==> config.mk <==
export PLATFORM = sky130hd
export DESIGN_NAME = timer_bank_flat
export DESIGN_NICKNAME = d
export VERILOG_FILES = /design/src/rtl/timer_bank_if.sv /design/src/rtl/timer_bank.sv /design/src/flat_wrapper.sv
export SDC_FILE = /design/constraint.sdc
export NUM_CORES = 1
export LEC_CHECK = 0
export ABC_AREA = 1
export CAP_MARGIN = 20
export CORE_ASPECT_RATIO = 1.1
export CORE_MARGIN = 10
export CORE_UTILIZATION = 50
export DETAILED_ROUTE_END_ITERATION = 12
export PLACE_DENSITY_LB_ADDON = 0.15
export SYNTH_ARGS = -nofsm -noshare
export SYNTH_HDL_FRONTEND = slang
export SYNTH_SLANG_ARGS = --single-unit
export TNS_END_PERCENT = 5
==> constraint.sdc <==
create_clock -name clock -period 1.9 [get_ports clock]
set_input_delay 0.38 -clock clock [delete_from_list [all_inputs] [get_ports clock]]
set_output_delay 0.38 -clock clock [all_outputs]
set_load 0.03 [all_outputs]
==> src/rtl/timer_bank_if.sv <==
// Control/status bundle between the traffic-light FSM, the clock divider and timer_bank.
// master: the controller side (drives ticks, strobes, durations; reads status).
// slave:  the timer bank itself.
//   enable        tick from the divider (one cycle wide)
//   start         per-channel load/restart strobe
//   value         packed durations, channel i at [i*WIDTH +: WIDTH]
//   auto_reload   per-channel mode, sampled with start (1 = reload on expiry)
//   pause         per-channel level, freezes the countdown
//   abort         per-channel strobe, stops without expiring
//   expired       per-channel one-cycle expiry pulse
//   busy          per-channel running flag
//   remaining     packed current counts
//   divider_reset one-cycle pulse after any start
interface timer_bank_if #(
  parameter int unsigned CHANNELS = 2,
  parameter int unsigned WIDTH    = 4
);
  logic                      enable;
  logic [CHANNELS-1:0]       start;
  logic [CHANNELS*WIDTH-1:0] value;
  logic [CHANNELS-1:0]       auto_reload;
  logic [CHANNELS-1:0]       pause;
  logic [CHANNELS-1:0]       abort;
  logic [CHANNELS-1:0]       expired;
  logic [CHANNELS-1:0]       busy;
  logic [CHANNELS*WIDTH-1:0] remaining;
  logic                      divider_reset;

  modport master (
    output enable, start, value, auto_reload, pause, abort,
    input  expired, busy, remaining, divider_reset
  );

  modport slave (
    input  enable, start, value, auto_reload, pause, abort,
    output expired, busy, remaining, divider_reset
  );
endinterface

==> src/rtl/timer_bank.sv <==
// Multi-channel countdown timer. Each channel loads a duration on start, counts down on
// enable ticks and pulses expired for one cycle when the duration ends; one-shot or
// auto-reload per channel, with pause, abort, busy and remaining-count readout.
// Ports:
//   clock       system clock, rising edge
//   reset_sync  asynchronous active-high reset
//   bus         timer_bank_if slave modport (see interface header)
module timer_bank #(
  parameter int unsigned CHANNELS = 2,
  parameter int unsigned WIDTH    = 4
) (
  input logic        clock,
  input logic        reset_sync,
  timer_bank_if.slave bus
);

  typedef enum logic {StIdle, StRun} state_e;

  logic divider_reset_q;

  // One re-phase pulse per cycle in which any channel was started.
  always_ff @(posedge clock or posedge reset_sync) begin
    if (reset_sync) begin
      divider_reset_q <= 1'b0;
    end else begin
      divider_reset_q <= |bus.start;
    end
  end

  assign bus.divider_reset = divider_reset_q;

  for (genvar i = 0; i < CHANNELS; i++) begin : gen_ch
    state_e           state_q, state_d;
    logic [WIDTH-1:0] count_q, count_d;
    logic [WIDTH-1:0] reload_q, reload_d;
    logic             mode_q, mode_d;
    logic             expired_q, expired_d;
    logic [WIDTH-1:0] value_i;
    logic             tick;

    assign value_i = bus.value[i*WIDTH +: WIDTH];
    assign tick    = (state_q == StRun) && bus.enable && !bus.pause[i];

    always_ff @(posedge clock or posedge reset_sync) begin
      if (reset_sync) begin
        state_q   <= StIdle;
        count_q   <= '0;
        reload_q  <= '0;
        mode_q    <= 1'b0;
        expired_q <= 1'b0;
      end else begin
        state_q   <= state_d;
        count_q   <= count_d;
        reload_q  <= reload_d;
        mode_q    <= mode_d;
        expired_q <= expired_d;
      end
    end

    // Priority: start > abort > tick.
    always_comb begin
      state_d   = state_q;
      count_d   = count_q;
      reload_d  = reload_q;
      mode_d    = mode_q;
      expired_d = 1'b0;
      if (bus.start[i]) begin
        if (value_i != '0) begin
          state_d  = StRun;
          count_d  = value_i;
          reload_d = value_i;
          mode_d   = bus.auto_reload[i];
        end else begin
          // Zero duration expires immediately.
          state_d   = StIdle;
          count_d   = '0;
          expired_d = 1'b1;
        end
      end else if (bus.abort[i]) begin
        if (state_q == StRun) begin
          state_d = StIdle;
          count_d = '0;
        end
      end else if (tick) begin
        if (count_q > WIDTH'(1)) begin
          count_d = count_q - WIDTH'(1);
        end else if (count_q == WIDTH'(1)) begin
          expired_d = 1'b1;
          if (mode_q) begin
            count_d = reload_q;
          end else begin
            count_d = '0;
            state_d = StIdle;
          end
        end
        // count_q == 0 while running cannot occur; never wrap.
      end
    end

    assign bus.expired[i]                 = expired_q;
    assign bus.busy[i]                    = (state_q == StRun);
    assign bus.remaining[i*WIDTH +: WIDTH] = count_q;
  end

endmodule

==> src/flat_wrapper.sv <==
// flat-port wrapper written by rule: the top's interface ports become plain ports
module timer_bank_flat 
#(
  parameter int unsigned CHANNELS = 2,
  parameter int unsigned WIDTH    = 4
)
  (clock, reset_sync, bus_enable, bus_start, bus_value, bus_auto_reload, bus_pause, bus_abort, bus_expired, bus_busy, bus_remaining, bus_divider_reset);
  timer_bank_if #(.CHANNELS(CHANNELS), .WIDTH(WIDTH)) bus_i ();
  input logic clock;
  input logic reset_sync;
  input wire logic [$bits(bus_i.enable)-1:0] bus_enable;
  input wire logic [$bits(bus_i.start)-1:0] bus_start;
  input wire logic [$bits(bus_i.value)-1:0] bus_value;
  input wire logic [$bits(bus_i.auto_reload)-1:0] bus_auto_reload;
  input wire logic [$bits(bus_i.pause)-1:0] bus_pause;
  input wire logic [$bits(bus_i.abort)-1:0] bus_abort;
  output wire logic [$bits(bus_i.expired)-1:0] bus_expired;
  output wire logic [$bits(bus_i.busy)-1:0] bus_busy;
  output wire logic [$bits(bus_i.remaining)-1:0] bus_remaining;
  output wire logic [$bits(bus_i.divider_reset)-1:0] bus_divider_reset;
  assign bus_i.enable = bus_enable;
  assign bus_i.start = bus_start;
  assign bus_i.value = bus_value;
  assign bus_i.auto_reload = bus_auto_reload;
  assign bus_i.pause = bus_pause;
  assign bus_i.abort = bus_abort;
  assign bus_expired = bus_i.expired;
  assign bus_busy = bus_i.busy;
  assign bus_remaining = bus_i.remaining;
  assign bus_divider_reset = bus_i.divider_reset;
  timer_bank #(.CHANNELS(CHANNELS), .WIDTH(WIDTH)) u_core (.clock(clock), .reset_sync(reset_sync), .bus(bus_i));
endmodule
# Word level (Yosys, flattened, before mapping)
# Index checks and enable logic that the tools add are counted.
# word_totals
ff_bits	23
out_inout_bits	13
inputBits	19
elab_cells	86
# classes
n_addsub	2
eq_ne	8
n_lt_le_gt_ge	2
reduce_logical	21
muxes	42
# op_table
cell	n
$mux 4	16
$mux 1	26
$reduce_bool 4->1	4
$ne 3x3->1 const B	4
$reduce_bool 3->1	4
$eq 4x1->1 const B	2
$gt 4x1->1 const B	2
$reduce_and 4->1	2
$sub 4x1->4 const B	2
$ne 3x2->1 const B	2
$reduce_and 3->1	2
$logic_and 1x1->1	4
$reduce_and 2->1	2
$logic_not 1->1	2
$reduce_or 2->1	1

# Depth between registers and ports, before layout
# depth
depth_word	6
ltp_mapped	9
ltp_nobuf	9

# Worst setup path after synthesis
# Ideal clock, no wire load.
# synth_timing
kind	reg-to-reg
from	register u_core.gen_ch[0].count_q[0]
to	register u_core.gen_ch[0].count_q[3]
setup_slack_ns	0.267
period_less_slack_ns	1.633
stages_incl_launch_ff	10
setup_time_ns	0.118
path_buffers	1
required_ns	1.782
arrival_time_ns	1.515
cell_sequence	dfrtp_1 -> inv_1 -> ha_1 -> buf_2 -> o21ai_2 -> nand2_2 -> nor2_2 -> nor2_4 -> nor2_1 -> nor2_1
# synth_via
elab_chain_cells	5
elab_cells_between_ends	9
classes_between	1 x add/sub; 1 x order compare; 1 x eq/ne; 4 x mux; 2 x reduce/logical
# synth_lines
item	line	rtl
from (decl)	timer_bank.sv:34	logic [WIDTH-1:0] count_q, count_d;
from (signal assigned)	timer_bank.sv:53	count_q <= count_d;
$sub 4x1->4 / $gt 4x1->1 (equally long branches)	timer_bank.sv:86, timer_bank.sv:85	
$mux 4	timer_bank.sv:85	if (count_q > WIDTH'(1)) begin
$mux 4	timer_bank.sv:84	end else if (tick) begin
$mux 4	timer_bank.sv:79	end else if (bus.abort[i]) begin
$mux 4	timer_bank.sv:67	if (bus.start[i]) begin
# Parallel ways exist; a longest one is shown, timed or not. The select of a mux whose other input is x is not followed.
# A chain may end at the register's enable or synchronous reset.

# Worst setup path after layout
# layout_timing
from	register u_core.gen_ch[0].state_q
to	output bus_busy[0]
# layout_lines
item	line	rtl
from (decl)	timer_bank.sv:33	state_e state_q, state_d;
from (signal assigned)	timer_bank.sv:46	state_q <= StIdle;
from (signal assigned)	timer_bank.sv:52	state_q <= state_d;
to (decl)	flat_wrapper.sv:18	output wire logic [$bits(bus_i.busy)-1:0] bus_busy;
# No word-level cell between the ends.

==> metrics <==
outcome=finished, final reports clean; Max Fanout on Critical Path=4; Clock Tree Buf Depth=2; Sink Count=23; Clock Skew=1.18 ps; area occupied by registers=576 sq um; Final setup viols=0; Detail Route Antenna Nets=0; synthesized area=1440 sq um; dpl cells=252; minimum clock period=1840 ps; DRT iter0 DRCs=110; Final nets=247; worst path buffer plus inverter count=1; CTS tree=done; I/O Buffers=31; drt drc=0; worst skew pair latency=300 ps; unrepaired setup endpoints after global routing=no; final WL=3.54 mm; grt ovf=0; Core Region=2750 sq um; CP cell instances=clkdlybuf4s50_1; initial antenna violation count=0; share of cells above drive strength 1=0.117; Layout Cells excl Fill=256; Chip Width=71.1 um; synthesized net count=217; Critical Path RT=1520 ps; Synth top area share=0.401; R2R cell count=8; r2r startpoint=u_core.gen_ch[0].count_q[0]; hold_ws=414 ps; register area share after synthesis=0.401; crit path launch=u_core.gen_ch[0].state_q; Post-DP HPWL=2.87 mm; total of max-cap violations=0; worst hold path type=in2async; H-tree level count=1; multi-input logic area=754 sq um; WL met3=139 um; Reg2Reg Setup Slack=310 ps; clock slew at reported path FFs=130 ps; CP max stage delay=710 ps; async set-or-reset flop fraction in the synthesized netlist=1.00; LEAKAGE=0.912 nW; yosys warns=0; CTS root buf=clkbuf_4; Pre-Repair DR Iteration Count=4; routed vias/inst=5.25; Post-synth EDFFs=0; DR WL met2=1.91 mm; final total power=0.00141 W; number of global-route vias before repair=1,338; crit path kind=reg2out; Critical Path AT=1460 ps; GRT Util Overall=0.128; Post-Syn Instances=194; gpl congestion=0.893; CTS buffer count=3; Die Ht=76.2 um; cell family with most CP delay=buffers and inverters; post-route setup TNS=0 ps; Yosys reg bits=23; M1 WL=1.44 mm; Die ar.=5420 sq um; Critical Path End=bus_busy[0]; actual slew at the worst max-slew pin=349 ps; final hold violation count=0; via count=1,344; largest net degree at the start of global routing=24; Ports=32; Final Max Tran Viols=0; post-layout util=0.647; # diodes=0; slew margin rel.=0.766; Area growth syn-to-layout=24.2%; fillcell total=252; Pwr Density=790 nW/um^2; Syn Area/Cell=7.40 sq um; dominant synthesized flop cell=dfrtp_1; critical path's slowest cell=clkdlybuf4s50_1; synth cell count leaders=75 x nand2_1, 23 x dfrtp_1, 19 x nor2_1; Yosys cell types=24; row count=20; top-count cell post-synth=nand2_1; wire per inst=13.8 um; DR top layer=met4; Synth area leader=dfrtp_1; Tcrit/Tclk final=0.971; Peak VDD IR=0.000536 V; Starting Density=0.521; synth top area cells=dfrtp_1 40%, nand2_1 20%, nand3_1 5.2%; f_max=0.542 GHz; Setup crit start kind=flop; RR Endpoint=u_core.gen_ch[0].count_q[3]; CP endpoint kind=output pin; stages on the worst setup path=1; first-pass GRT wire length=5.89 mm
where the power goes:
| part | total, W | switching, W | internal, W |
|---|---|---|---|
| clock | 0.000230 | 0.000149 | 0.0000818 |
| sequential | 0.000613 | 0.0000667 | 0.000546 |
| combinational | 0.000564 | 0.000337 | 0.000227 |
| total | 0.00141 | 0.000552 | 0.000855 |
cells in the final DEF (no fill, tap or decap), types with 3 or more instances in the layout:
cell             count
a21oi_1              8
clkbuf_4             3
clkdlybuf4s50_1     27
dfrtp_1             23
dlymetal6s2s_1       3
ha_1                 4
inv_1               11
inv_2                5
nand2_1             75
nand3_1             15
nor2_1              19
nor2_2               5
o211ai_1             4
stage by stage:
stage | worst slack, ps | area [sq um]
3_3_place_gp | 237 | 1750
2_1_floorplan | 267 | 1440
5_1_grt | 0.114 | 1780
4_1_cts | 33.7 | 1770
3_5_place_dp | 211 | 1750
6_report | 55.4 | 1780
cell families after synthesis:
kind of cell	count (synthesis)	synth area share
flops	23	0.401
fa+ha+maj	4	0.0349
simple gates	125	0.395
buf+inv	23	0.0732
compound gates	17	0.0837
xor+xnor	2	0.0122
worst min path at each step:
stage                                 startpoint                            to
global placement    u_core.gen_ch[0].reload_q[0]  u_core.gen_ch[0].reload_q[0]
CTS                                   reset_sync  u_core.gen_ch[1].reload_q[2]
finish                                reset_sync  u_core.gen_ch[1].reload_q[2]
floorplan                             reset_sync      u_core.bus.divider_reset
global route                          reset_sync  u_core.gen_ch[1].reload_q[2]
detailed placement  u_core.gen_ch[0].reload_q[1]  u_core.gen_ch[0].reload_q[1]
routing by layer:
| metal | vias to the layer above | track usage |
|---|---|---|
| li1 | 671 | - |
| met1 | 628 | 0.134 |
| met2 | 39 | 0.236 |
| met3 | 6 | 0.0273 |
| met4 | 0 | 0.0484 |
| met5 | - | 0 |
flip-flops by register name, summed over array words and instances (netlist names):
signal / cells
u_core.bus.divider_reset: 1
u_core.gen_ch.count_q: 8
u_core.gen_ch.expired_q: 2
u_core.gen_ch.mode_q: 2
u_core.gen_ch.reload_q: 8
u_core.gen_ch.state_q: 2
repair_timing:
item | CTS | global route
buffers inserted | 0 | 0
gates cloned | 0 | 0
gates resized for setup | 1 | 3
endpoints found under the hold margin | 0 | 0
hold buffers | 0 | 0
setup endpoints to repair | 1 | 3
pin swaps | 0 | 0
cell type report:
| type | count | share of cell area |
|---|---|---|
| Clock buffer | 4 | 0.0147 |
| Inverter | 16 | 0.0337 |
| Multi-Input combinational cell | 148 | 0.423 |
| Sequential cell | 23 | 0.323 |
| Tap cell | 33 | 0.0232 |
| Timing Repair Buffer | 32 | 0.182 |
No activity file was read; power rests on OpenSTA's default activity.
